File: src/rtl/stream_demux_pkg.sv
// Shared types and helpers for the 1-to-5 stream demultiplexer.
// Optional feature macro used by the top level: STREAM_DEMUX5_DROP_CNT_EN.
package stream_demux_pkg;

  localparam int N_DEST = 5;
  localparam int DEST_W = 3;

  typedef enum logic [DEST_W-1:0] {
    DEST0 = 3'd0,
    DEST1 = 3'd1,
    DEST2 = 3'd2,
    DEST3 = 3'd3,
    DEST4 = 3'd4
  } dest_e;

  // A destination tag addresses a real channel only for codes 0..4.
  function automatic logic dest_in_range(input logic [DEST_W-1:0] dest);
    return (dest <= DEST4);
  endfunction

endpackage

File: src/rtl/stream_hold_reg.sv
// Single-entry holding register: valid flag, data word and destination tag.
// load captures a new word; clear empties the stage when nothing is loaded.
module stream_hold_reg
  import stream_demux_pkg::*;
#(
  parameter int WIDTH = 32
) (
  input  logic              clk,
  input  logic              rst_n,
  input  logic              load,
  input  logic              clear,
  input  logic [WIDTH-1:0]  load_data,
  input  logic [DEST_W-1:0] load_dest,
  output logic              hold_vld,
  output logic [WIDTH-1:0]  hold_data,
  output logic [DEST_W-1:0] hold_dest
);

  logic              vld_reg;
  logic [WIDTH-1:0]  data_reg;
  logic [DEST_W-1:0] dest_reg;

  // Load has priority over clear so a drain plus accept keeps the stage full.
  always_ff @(posedge clk) begin
    if (!rst_n) begin
      vld_reg  <= 1'b0;
      data_reg <= '0;
      dest_reg <= '0;
    end else if (load) begin
      vld_reg  <= 1'b1;
      data_reg <= load_data;
      dest_reg <= load_dest;
    end else if (clear) begin
      vld_reg  <= 1'b0;
    end
  end

  assign hold_vld  = vld_reg;
  assign hold_data = data_reg;
  assign hold_dest = dest_reg;

endmodule

File: src/rtl/stream_demux5.sv
// 1-to-5 registered stream demultiplexer with one-entry holding stage.
// Words tagged with destination 5..7 are consumed and reported on drop_pulse.
// Optional macro STREAM_DEMUX5_DROP_CNT_EN adds a saturating 8-bit drop counter.
module stream_demux5
  import stream_demux_pkg::*;
#(
  parameter int WIDTH = 32
) (
  input  logic              clk,
  input  logic              rst_n,
  input  logic              in_valid,
  output logic              in_ready,
  input  logic [WIDTH-1:0]  in_data,
  input  logic [DEST_W-1:0] in_dest,
  output logic [N_DEST-1:0] out_valid,
  input  logic [N_DEST-1:0] out_ready,
  output logic [WIDTH-1:0]  out_data,
  output logic              drop_pulse
`ifdef STREAM_DEMUX5_DROP_CNT_EN
  ,
  output logic [7:0]        drop_cnt
`endif
);

  logic              hold_vld;
  logic [WIDTH-1:0]  hold_data;
  logic [DEST_W-1:0] hold_dest;
  logic              drain;
  logic              accept;
  logic              in_range;
  logic              load;
  logic              clear;
  logic              drop_pulse_reg;

  stream_hold_reg #(
    .WIDTH(WIDTH)
  ) u_hold (
    .clk      (clk),
    .rst_n    (rst_n),
    .load     (load),
    .clear    (clear),
    .load_data(in_data),
    .load_dest(in_dest),
    .hold_vld (hold_vld),
    .hold_data(hold_data),
    .hold_dest(hold_dest)
  );

  // Destination decode: only the channel named by the held tag sees valid.
  genvar gi;
  generate
    for (gi = 0; gi < N_DEST; gi++) begin : g_decode
      assign out_valid[gi] = hold_vld && (hold_dest == DEST_W'(gi));
    end
  endgenerate

  // Handshake and hold-stage control; drain is derived from the decoded
  // valids so an unused tag value can never select a ready bit.
  always_comb begin
    drain    = |(out_valid & out_ready);
    in_ready = !hold_vld || drain;
    accept   = in_valid && in_ready;
    in_range = dest_in_range(in_dest);
    load     = accept && in_range;
    clear    = drain && !load;
  end

  assign out_data = hold_data;

  // Registered one-cycle pulse for every consumed out-of-range word.
  always_ff @(posedge clk) begin
    if (!rst_n) begin
      drop_pulse_reg <= 1'b0;
    end else begin
      drop_pulse_reg <= accept && !in_range;
    end
  end

  assign drop_pulse = drop_pulse_reg;

`ifdef STREAM_DEMUX5_DROP_CNT_EN
  logic [7:0] drop_cnt_reg;

  // Saturating count of drop pulses; sticks at 8'hFF.
  always_ff @(posedge clk) begin
    if (!rst_n) begin
      drop_cnt_reg <= 8'd0;
    end else if (drop_pulse_reg && (drop_cnt_reg != 8'hFF)) begin
      drop_cnt_reg <= drop_cnt_reg + 8'd1;
    end
  end

  assign drop_cnt = drop_cnt_reg;
`endif

endmodule

File: config.mk
export PLATFORM = sky130hd
export DESIGN_NAME = stream_demux5
export DESIGN_NICKNAME = d
export VERILOG_FILES = /design/src/rtl/stream_demux_pkg.sv /design/src/rtl/stream_hold_reg.sv /design/src/rtl/stream_demux5.sv
export SDC_FILE = /design/constraint.sdc
export NUM_CORES = 1
export LEC_CHECK = 0
export BUFFER_PORTS_ARGS = -buffer_cell sky130_fd_sc_hd__buf_2
export CAP_MARGIN = 20
export CORE_UTILIZATION = 35
export DETAILED_ROUTE_END_ITERATION = 10
export SKIP_LAST_GASP = 1
export SYNTH_ARGS = -nofsm -noshare
export SYNTH_HDL_FRONTEND = slang
export SYNTH_SLANG_ARGS = --single-unit
File: constraint.sdc
create_clock -name clk -period 2.5 [get_ports clk]
set_clock_uncertainty 0.15 [all_clocks]
set_input_delay 0.25 -clock clk [delete_from_list [all_inputs] [get_ports clk]]
set_output_delay 0.25 -clock clk [all_outputs]
set_load 0.02 [all_outputs]
Word-level counts from Yosys, hierarchy flattened --
Cells that the tools add are included.
Storage, ports and cells: bits in registers 37, output and inout port bits 39, memories 0, logic and storage cells 28, latch bits 0, bits in read-only memories 0, bits in writable memories 0, input port bits 43
Cells by class: reductions and logical operators 16, bitwise gates (word level) 1, multiplexer cells 2, $mul 0, $add $sub $neg 0, divide/modulo/power cells 0, equality and inequality tests 4, order comparisons 1, shift operators 0
Operators with widths (count):
- $logic_and A1 B1 Y1 | 9
- $eq A3 B2 Y1 const B | 2
- $and A5 B5 Y5 | 1
- $reduce_or A5 Y1 | 1
- $eq A3 B1 Y1 const B | 1
- $eq A3 B3 Y1 const B | 1
- $le A3 B3 Y1 const B | 1
- $logic_not A1 Y1 | 3
- $logic_not A3 Y1 | 1
- $mux W1 | 2
- $reduce_bool A2 Y1 | 1
- $logic_or A1 B1 Y1 | 1

Longest topological paths before layout --
depth after elaboration 11, mapped depth 6, mapped depth without buffers 4

Modules after synthesis --
A second synthesis with hierarchy kept.
Second synthesis, totals: cell total of the unflattened synthesis 138, area total of the unflattened synthesis 1570.3 um^2
Modules (own cells, without submodules):
- stream_hold_reg | times used 1, cells an instance 115, sequential area each 720.7 um^2, area an instance 1386.3 um^2
- stream_demux5 | times used 1, cells an instance 23, sequential area each 20.0 um^2, area an instance 183.9 um^2

Least setup slack after synthesis --
No wires, ideal clock.
path type register to register, from register u_hold.vld_reg (netlist: u_hold.hold_vld), to register u_hold.data_reg[22] (netlist: u_hold.hold_data[22]), required time 2.278 ns, cell stages (with the launch flop) 6, data arrival time 1.578 ns, clock period less this slack 1.799 ns, path buffers 1, setup slack 0.701 ns, library setup time 0.072 ns, cells stage by stage dfxtp_1 -> or3b_4 -> a2bb2oi_4 -> a21oi_4 -> buf_6 -> mux2i_1
Between the ends: word-level cells in the longest chain between the ends 6, elaborated cells between the ends (all ways) 11
Ends and longest elaborated chain:
- from (decl) | line stream_hold_reg.sv:19 | logic vld_reg;
- from (signal assigned) | line stream_hold_reg.sv:26 | vld_reg <= 1'b0;
- from (signal assigned) | line stream_hold_reg.sv:30 | vld_reg <= 1'b1;
- from (signal assigned) | line stream_hold_reg.sv:34 | vld_reg <= 1'b0;
- $logic_and A1 B1 Y1 | line stream_demux5.sv:53 | assign out_valid[gi] = hold_vld && (hold_dest == DEST_W'(gi));
- $and A5 B5 Y5 | line stream_demux5.sv:60 | drain = |(out_valid & out_ready);
- $reduce_or A5 Y1 | line stream_demux5.sv:60
- $logic_or A1 B1 Y1 * | line stream_demux5.sv:61 | in_ready = !hold_vld || drain;
- $logic_and A1 B1 Y1 * | line stream_demux5.sv:62 | accept = in_valid && in_ready;
- $logic_and A1 B1 Y1 * | line stream_demux5.sv:64 | load = accept && in_range;
- to (signal assigned) | line stream_hold_reg.sv:31 | data_reg <= load_data;
- to (decl) | line stream_hold_reg.sv:20 | logic [WIDTH-1:0] data_reg;
Every way passes the cells marked *; elsewhere a longest branch is shown, timed or not. A chain may end at the register's enable or synchronous reset.

Worst setup path in the final report --
from register u_hold.dest_reg[0] (netlist: u_hold.hold_dest[0]), to output port in_ready
Between the ends: word-level cells in the longest chain between the ends 5, elaborated cells between the ends (all ways) 13
Ends and longest elaborated chain:
- from (decl) | line stream_hold_reg.sv:21 | logic [DEST_W-1:0] dest_reg;
- from (signal assigned) | line stream_hold_reg.sv:32 | dest_reg <= load_dest;
- $eq A3 B1 Y1 (tied with other cells) | line stream_demux5.sv:53
- $logic_and A1 B1 Y1 | line stream_demux5.sv:53
- $and A5 B5 Y5 * | line stream_demux5.sv:60
- $reduce_or A5 Y1 * | line stream_demux5.sv:60
- $logic_or A1 B1 Y1 * | line stream_demux5.sv:61
- to (decl) | line stream_demux5.sv:12 | output logic in_ready,
Marked as above.

==> results by group <==
Final layout
  • Area growth syn-to-layout: 30.0%
  • Ratio of cells with drive above 1 in the final layout: between 30% and 40%
  • Final nets: 308
  • Sequential cell area: between 700 and 800 um^2
  • Multi-input logic area: ~820 um^2
  • Antenna Cells: 0
  • Filler cells: 455
  • Fin cells: between 300 and 400
  • Max reg flops: 32

Routing
  • Drt drc: 8
  • Wirelength, routed: 3.43 mm
  • DRT Pass-1 Iters: 7
  • Post-route ant nets: 0
  • WL per Instance: 10.9 um
  • Vias per Instance: ~4.6
  • Vias: 1459
  • Iteration-0 DRC Markers: 54

Yosys
  • Syn Std Cell Area: 0.00166 mm^2
  • Syn avg cell area: 8.91 um^2
  • Syn_nets: roughly 230
  • Part of the Yosys area used for sequential elements: between 40 and 50%
  • Synth Instances: roughly 190
  • Synth Warn #: 0
  • Synth Register Bits: 37
  • Number of distinct library cells after synthesis: 25

Die
  • Initial Utilization: roughly 37%
  • Die area: approximately 0.005 mm^2
  • # IOs: approximately 80
  • Core area: around 0.0044 mm^2
  • Die Span Y: 70.8 um
  • # rows: 24
  • Die W: 70.8 um

STA
  • Setup TNS: 0 ps
  • F_max: approximately 0.46 GHz
  • Final Cycle Share: 86.9%
  • Worst-Margin Slew: ~630 ps
  • Final hold violations: 0
  • RSZ-0062 raised after global routing: false
  • Pins Over Slew Limit: 0
  • Tmin final: ~2200 ps
  • Final setup fails: 0
  • Slew margin rel.: 57.8%
  • Fin worst setup slack: 327 ps

Critical path
  • CP Class: reg2out
  • Max stage delay on crit path: around 460 ps
  • CP Cell Sequence: mux2_2, a2bb2oi_4, and2_2, inv_1, buf_2
  • Crit Path Max Fanout: 7
  • CP max-delay cell: dfxtp_1
  • Crit path arrival time: about 1800 ps
  • CP required: ~2100 ps
  • Critical path capture point type: output port
  • Worst Setup Start Kind: register

Power
  • Comb pwr share: a little over a fifth
  • PwrDens: 607 mW/mm^2
  • Worst vdd ir: between 200 and 300 uV
  • Total Power: between 0.001 and 0.0015 W
  • Clk pwr share: roughly 29%
  • Reg power frac: between 50% and 60%
  • Sw Ratio: between 20% and 30%
  • Net Switching: 0.000372 W
  • Leak: ~1.1 nW
  • Internal power: ~0.00094 W

Placed design
  • DP Cell Count: 310
  • IO Port Bufs: between 80 and 90
  • HPWL Detailed: 2.43 mm
  • Pre-CTS setup slack: 418 ps
  • Routability cong.: 0.789

Clocking
  • Post-CTS setup buffers: 0
  • CTS H-tree lvls: 2
  • CTS Root Cell: clkbuf_8
  • Clk Latency, worst-skew pair: around 280 ps
  • Post-cts sizing count: 0
  • CTS tree: built
  • Worst-path clk slew: 70 ps
  • CTS max path bufs: 2
  • Hold-fix buffers, CTS: 0
  • CTS Buf Count: 5
  • # clock sinks: 37

Global routing
  • First-pass GRT wire length: between 5 and 6 mm
  • Grt total ovfl: 0
  • Initial antenna violation count: 0
  • Total GRT Usage: between 10% and 20%
  • Vias in the first global route: between 1000 and 1500
  • Largest net degree at the start of global routing: between 70 and 80

Status
  • Violations in the final reports: design-rule violations
  • Status: finished with violations

Hold path
  • HP Class: in2reg

Run
  • # Max-Cap Violations: 0
## final timing paths
kind / startpoint / endpoint / slack [ps] / cells past startpoint
max: u_hold.hold_dest[0] / in_ready / 330 / 5
max reg2reg: u_hold.hold_vld / u_hold.hold_data[25] / 430 / 5
min: in_data[15] / u_hold.hold_data[15] / 60 / 3
min reg2reg: u_hold.hold_data[3] / u_hold.hold_data[3] / 300 / 2
## cell families after synthesis
family                 count (synthesis)  share of synthesized area [%]
muxes                                 34                           20.6
AOI/OAI and AO/OA                     12                           7.02
buffers and inverters                 16                           5.89
and+or+nand+nor                       87                           21.8
DFF                                   37                           44.7
## cells in the final DEF, fill, tap and decap left out, drive strengths merged
master   instances
clkinv           1
nand2b           1
o221a            1
a2bb2oi          1
o21ai            1
and2             1
mux2             1
o21a             1
and2b            1
mux2i           33
o211a            2
nand2           75
o21bai           1
buf             84
inv              4
a21oi            3
and4             1
nor3             1
and4bb           1
nor2             5
dfxtp           37
clkbuf           5
or3b             1
o22ai            2
## final cells by class
cell class | instances | area share [%]
Sequential cell | 37 | 34.4
Tap cell | 52 | 3.02
Clock inverter | 1 | 0.232
Multi-Input combinational cell | 133 | 38.0
Timing Repair Buffer | 84 | 20.4
Inverter | 4 | 0.697
Clock buffer | 5 | 3.19
## stage by stage
step	cell area (um^2)	hold WS, ps	util [%]
final	2150	62.2	48.5
after global routing	2150	56.5	48.5
after CTS	2150	48.4	48.5
after detailed placement	2080	293	46.8
after global placement	2080	292	46.8
after floorplan	1660	218	-
## power groups by stage
stage,logic [W],clock network (W),registers [W]
2_1_floorplan,0.000154,0,0.000708
3_3_place_gp,0.000280,0,0.000668
3_5_place_dp,0.000282,0,0.000667
4_1_cts,0.000282,0.000390,0.000655
5_1_grt,0.000306,0.000416,0.000661
6_report,0.000278,0.000374,0.000655
## cell usage after synthesis
cell,count,area share (%)
dfxtp_1,37,45
and2b_2,1,0.53
mux2i_1,33,20
and2_2,1,0.45
and4_2,1,0.60
inv_1,4,0.91
o22ai_1,2,0.75
o211a_1,2,1.2
or3b_4,1,0.68
o21ai_0,1,0.30
clkbuf_1,8,1.8
nor2_1,5,1.1
nor3_1,1,0.30
mux2_2,1,0.68
a2bb2oi_4,1,1.6
nand2_1,75,17
and4bb_2,1,0.75
a21oi_1,2,0.60
o21a_1,1,0.45
o21bai_1,1,0.45
buf_8,2,1.8
nand2b_1,1,0.38
buf_6,2,1.4
a21oi_4,1,0.98
o221a_2,1,0.68
## critical path, delay by kind of cell, from the launching register on
kind,cells,cell delay (ps)
flip-flops,1,460
buffers and inverters,2,190
multiplexers,1,400
AO/OA/AOI/OAI,1,230
AND/OR/NAND/NOR,1,210
## routing by layer
metal  track usage (%)  routed length [um]  vias to the layer above
met3              6.13                 293                        2
met1              17.9                1640                      644
li1                  -                   -                      761
met2              23.6                1480                       52
met4              5.33                  14                        0
met5                 0                   0                        -
(Power assumes the default switching activity.)
